## src/rtl/fp32_mult_result_buffer.sv

```systemverilog
// Result FIFO behind multiplier32FP: captures product+flags on done_i and serves them over valid/ready.
// Optional NaN result counter enabled by defining RESULT_NAN_STATS_EN.
module fp32_mult_result_buffer #(
  parameter int unsigned DEPTH  = 4,
  parameter int unsigned DROP_W = 8
) (
  input  logic                     clk,
  input  logic                     rst_n,
  input  logic                     done_i,
  input  logic [31:0]              product_i,
  input  logic                     nan_i,
  input  logic                     infinit_i,
  input  logic                     overflow_i,
  input  logic                     underflow_i,
  output logic                     valid_o,
  input  logic                     ready_i,
  output logic [31:0]              product_o,
  output logic [3:0]               flags_o,
  output logic [$clog2(DEPTH):0]   count_o,
  output logic                     full_o,
  output logic [3:0]               sticky_o,
  output logic [DROP_W-1:0]        drop_cnt_o,
  input  logic                     clear_i,
  output logic [15:0]              nan_cnt_o
);

  localparam int unsigned PtrW = $clog2(DEPTH);
  localparam int unsigned CntW = PtrW + 1;

  logic [35:0]       mem_q [DEPTH];
  logic [PtrW-1:0]   wr_ptr_q, wr_ptr_d;
  logic [PtrW-1:0]   rd_ptr_q, rd_ptr_d;
  logic [CntW-1:0]   count_q, count_d;
  logic [3:0]        sticky_q, sticky_d;
  logic [DROP_W-1:0] drop_q, drop_d;

  logic [3:0]  in_flags;
  logic [35:0] entry;
  logic        full, pop, push, drop;

  assign in_flags = {nan_i, infinit_i, overflow_i, underflow_i};
  assign entry    = {in_flags, product_i};

  assign full = (count_q == CntW'(DEPTH));
  assign pop  = (count_q != '0) && ready_i;
  // A full FIFO still accepts when the head leaves in the same cycle.
  assign push = done_i && (!full || pop);
  assign drop = done_i && full && !pop;

  always_comb begin
    wr_ptr_d = wr_ptr_q;
    rd_ptr_d = rd_ptr_q;
    count_d  = count_q;
    if (push) wr_ptr_d = wr_ptr_q + PtrW'(1);
    if (pop)  rd_ptr_d = rd_ptr_q + PtrW'(1);
    case ({push, pop})
      2'b10:   count_d = count_q + CntW'(1);
      2'b01:   count_d = count_q - CntW'(1);
      default: count_d = count_q;
    endcase
  end

  // Clear applies first so a same-cycle accept or drop lands on the cleared value.
  always_comb begin
    sticky_d = clear_i ? 4'b0 : sticky_q;
    drop_d   = clear_i ? '0 : drop_q;
    if (push) sticky_d = sticky_d | in_flags;
    if (drop && (drop_d != '1)) drop_d = drop_d + DROP_W'(1);
  end

  always_ff @(posedge clk) begin
    if (!rst_n) begin
      for (int i = 0; i < int'(DEPTH); i++) mem_q[i] <= '0;
      wr_ptr_q <= '0;
      rd_ptr_q <= '0;
      count_q  <= '0;
      sticky_q <= '0;
      drop_q   <= '0;
    end else begin
      if (push) mem_q[wr_ptr_q] <= entry;
      wr_ptr_q <= wr_ptr_d;
      rd_ptr_q <= rd_ptr_d;
      count_q  <= count_d;
      sticky_q <= sticky_d;
      drop_q   <= drop_d;
    end
  end

  assign valid_o    = (count_q != '0);
  assign product_o  = mem_q[rd_ptr_q][31:0];
  assign flags_o    = mem_q[rd_ptr_q][35:32];
  assign count_o    = count_q;
  assign full_o     = full;
  assign sticky_o   = sticky_q;
  assign drop_cnt_o = drop_q;

`ifdef RESULT_NAN_STATS_EN
  logic [15:0] nan_cnt_q, nan_cnt_d;

  always_comb begin
    nan_cnt_d = clear_i ? 16'h0 : nan_cnt_q;
    if (push && nan_i && (nan_cnt_d != 16'hFFFF)) nan_cnt_d = nan_cnt_d + 16'h1;
  end

  always_ff @(posedge clk) begin
    if (!rst_n) nan_cnt_q <= 16'h0;
    else        nan_cnt_q <= nan_cnt_d;
  end

  assign nan_cnt_o = nan_cnt_q;
`else
  assign nan_cnt_o = 16'h0;
`endif

endmodule

```

## config.mk

```make
export PLATFORM = sky130hd
export DESIGN_NAME = fp32_mult_result_buffer
export DESIGN_NICKNAME = d
export VERILOG_FILES = /design/src/rtl/fp32_mult_result_buffer.sv
export SDC_FILE = /design/constraint.sdc
export NUM_CORES = 1
export LEC_CHECK = 0
export ABC_AREA = 0
export BUFFER_PORTS_ARGS = -buffer_cell sky130_fd_sc_hd__buf_4
export CAP_MARGIN = 20
export CORE_MARGIN = 5
export CORE_UTILIZATION = 38
export DETAILED_ROUTE_END_ITERATION = 8
export GPL_TIMING_DRIVEN = 0
export PLACE_DENSITY = 0.53
export SETUP_SLACK_MARGIN = 0.4
export SLEW_MARGIN = 15
export SYNTH_ARGS = -nofsm -noshare
export SYNTH_HDL_FRONTEND = slang
export SYNTH_SLANG_ARGS = --single-unit
```

## constraint.sdc

```tcl
create_clock -name clk -period 4.38 [get_ports clk]
set_input_delay 0.219 -clock clk [delete_from_list [all_inputs] [get_ports clk]]
set_output_delay 0.219 -clock clk [all_outputs]
set_load 0.005 [all_outputs]
```

# Yosys cells after proc, flatten, opt, wreduce, memory -nomap -nowiden
# Memory sizes are Yosys's and may differ from the RTL's. A register that Yosys moved wholly into a read port is not among the register bits.
# Index checks and enable logic that the tools add are counted.
# word_totals
ff_bits	19
wordCells	41
output_inout_bits	69
ram_bits	144
mem_count	1
# op_classes
n_mux	14
n_eq_ne	4
n_reduce_logical	11
addsub	5
bitwise_logic	1
# mem_list
memory	depth	word_bits	rd	rd_clocked_by_memory_dff	write_ports	line_no	text
mem_q	4	36	1	1	4	30	logic [35:0] mem_q [DEPTH];
# ops
op	n
$mux 36	1
$reduce_or 36->1	1
$mux 8	2
$add 8x1->8 const B	1
$mux 4	2
$ne 8x8->1 const B	1
$mux 2	3
$pmux 3 s2	1
$logic_and 1x1->1	5
$mux 1	5
$add 2x1->2 const B	2
$or 4x4->4	1
$add 3x1->3 const B	1
$eq 3x3->1 const B	1
$reduce_bool 3->1	1
$sub 3x1->3 const B	1
$eq 2x1->1 const B	1
$eq 2x2->1 const B	1
$logic_not 1->1	2
$reduce_bool 2->1	1
$logic_or 1x1->1	1

# Logic depth before layout (Yosys ltp)
# logic_depth
word_depth	9
ltp_mapped	8
mapped_depth_nobuf	8

# Worst setup path before layout
# No wires, ideal clock.
# synth_path
path_type	register to register
startpoint	reg count_q[0], in the netlist count_o[0]
endpoint	mem mem_q[1][0] (enable)
path_stages_with_launch	4
t_arrival_ns	3.284
synth_period_minus_slack_ns	3.764
t_required_ns	3.901
setup_ns	0.479
setup_slack_ns	0.616
cell_sequence	dfxtp_1 > or4b_4 > nand2_1 > o21ai_0
# synth_rtl
item	line_no	text
from (decl)	33	logic [CntW-1:0] count_q, count_d;
from (signal assigned)	83	count_q <= count_d;
to (decl)	30	

==> metrics.md <==
| Metric | Value |
|---|---|
| Status | complete, no violations |
| Worst Path Arrival | 2550 ps |
| Die area | 21,500 µm² |
| CP endpoint kind | primary output |
| DR WL/cell | 18.0 µm |
| Iteration-0 DRC Markers | 258 |
| Clock Pin Slew Worst Setup and Hold Paths | 70 ps |
| Post-route cell area | 8900 µm² |
| TritonCTS clock tree | built |
| Input/output buffers | 93 |
| Die H | 147 µm |
| Syn. warnings | 0 |
| Area of the multi-input gates | 2080 µm² |
| Starting Density | 38.2% |
| Nets | 687 |
| Pre-antenna DRT Iters | 5 |
| Die Wd | 147 µm |
| Final setup fails | 0 |
| Syn avg cell area | 13.9 µm² |
| # rows | 50 |
| Worst hold path type | in -> reg |
| Hold WS | 65.6 ps |
| Seq/Total Area, Yosys | 66.8% |
| Clk_lat worst skew | 430 ps |
| CTS root buffer | clkbuf_16 |
| Vias in the first global route | 4,698 |
| Final wirelength | 16,100 µm |
| Area leader, netlist | edfxtp_1 |
| Non-Filler Instances | 890 |
| DRC viols | 0 |
| Ys async rst share | 0% |
| Reg area | 4740 µm² |
| Layout cell share with drive strength beyond 1 | 29.6% |
| Number of library cell types mapped by synthesis | 41 |
| Minimum clock period | 2770 ps |
| Max cap viols | 0 |
| Cts repair resizes | 0 |
| Commonest cells in the netlist | edfxtp_1, nor2_1, nand2_1 |
| Fin crit share | 63.3% |
| Final HPWL DP | 10,500 µm |
| GP Congestion | 0.805 |
| Critical Setup Path Class | reg -> out |
| Count leader, synth | edfxtp_1 |
| Skew final | 8.14 ps |
| H-tree depth | 4 |
| Fmax | 361 MHz |
| Synth top area cells | edfxtp_1, mux4_2, dfxtp_1 |
| Synthesized area | 7100 µm² |
| Fin Setup TNS | 0 ps |
| Filler Cell Count | 1,656 |
| Postcts setup bufs | 0 |
| Synthesized instance count | 511 |
| Pins Over Slew Limit | 0 |
| Slew headroom | 48.9% |
| Critical path required time | 4160 ps |
| Area grow syn2layout | 25.3% |
| Synth top area share | 60.9% |
| Final hold viol count | 0 |
| CTS Buffer Depth | 2 |
| Via-per-instance ratio | 4.92 |
| # hold bufs at CTS | 0 |
| Leak Pwr | 0.00361 µW |
| First-pass GRT wire length | 25,100 µm |
| Pwr Density | 491 nW/µm² |
| Max FO, Critical Path | 10 |
| Nature of the critical path startpoint | flip-flop |
| Diode count | 0 |
| Antenna Nets Post-Route | 0 |
| Total placed cells including tap cells | 858 |
| CTS buffer count | 17 |
| Vias | 4,375 |
| Top Ports | 110 |
| Unrepaired setup endpoints after global routing | no |
| Antenna violations before repair | 0 |
| # clock sinks | 165 |
| Core box area | 18,600 µm² |
| Largest net degree at the start of global routing | 25 |
| Dpl cell area | 8300 µm² |
| Post-synth EDFFs | 144 |
| Grt total ovfl | 0 |
| Worst slew pin tran | 764 ps |
| Ys flop type | edfxtp_1 |
| GR Util All Layers | 15.4% |
| Flops & latches, synth | 165 |
| Worst VDD drop | 275 µV |
[worst max-delay path: stages (launching register included)]
cell	delay [ps]
dfxtp_1	310
clkbuf_1	570
buf_2	490
mux4_2	600
buf_4	160
[path summary, 6_finish.rpt]
path	from	end	slack, ps	cells after the start
min reg2reg	sticky_o[1]	sticky_o[1]	450	2
max reg2reg	count_o[0]	mem_q[0][18]	1700	6
max	flip-flop	flags_o[2]	1610	4
min	overflow_i	sticky_o[1]	70	3
[power by group]
| part | switching, µW | internal, µW |
|---|---|---|
| combinational | 451 | 478 |
| sequential | 53.9 | 1870 |
| clock | 622 | 899 |
| total | 1130 | 3250 |
[registers in the layout (all words and copies together) (netlist names), named ones only]
name,flops
count_o,3
drop_cnt_o,8
mem_q,144
rd_ptr_q,2
sticky_o,4
wr_ptr_q,2
[final cells by class]
cell class / count / area share [%]
clock buffer: 17 / 4.78
multi-input combinational: 281 / 23.4
clock inverter: 15 / 1.98
sequential: 165 / 53.3
tap: 234 / 3.29
buffer: 39 / 2.44
timing repair buffer: 98 / 9.13
inverter: 41 / 1.73
[per-stage QoR]
step / util [%] / worst slack [ps] / power, µW
finish: 47.9 / 1610 / 4370
floorplan: - / 616 / 2470
global route: 47.9 / 1400 / 4560
detailed placement: 44.7 / 1630 / 2910
CTS: 47.9 / 1530 / 4430
global placement: 43.9 / -1940 / 2890
[per-layer routing]
layer / GRT usage (%) / share of wire (%)
met2: 25.7 / 50
met1: 19.3 / 42
met4: 5.27 / 1.4
met3: 4.23 / 6.6
met5: 0 / 0
[placed cells by master (no fill, tap or decap), types with 4 or more instances in the layout]
master      instances
edfxtp_1          144
buf_4             109
nor2_1             86
nand2_1            47
inv_1              41
and2_1             37
mux4_2             36
dfxtp_1            21
clkbuf_1           17
clkbuf_16          17
conb_1             16
nor2b_1             5
nand3_1             5
xor2_1              5
a21oi_1             4
inv_6               4
clkinvlp_4          4
[cell families after synthesis]
family	share of synthesized area, %
buf+inv	5.23
flops	66.8
xor+xnor	0.986
mux	11.7
simple gates	13.1
fa+ha+maj	0.634
compound gates	1.50
other cells	0.0528
Power figures use the tool's default switching activity.
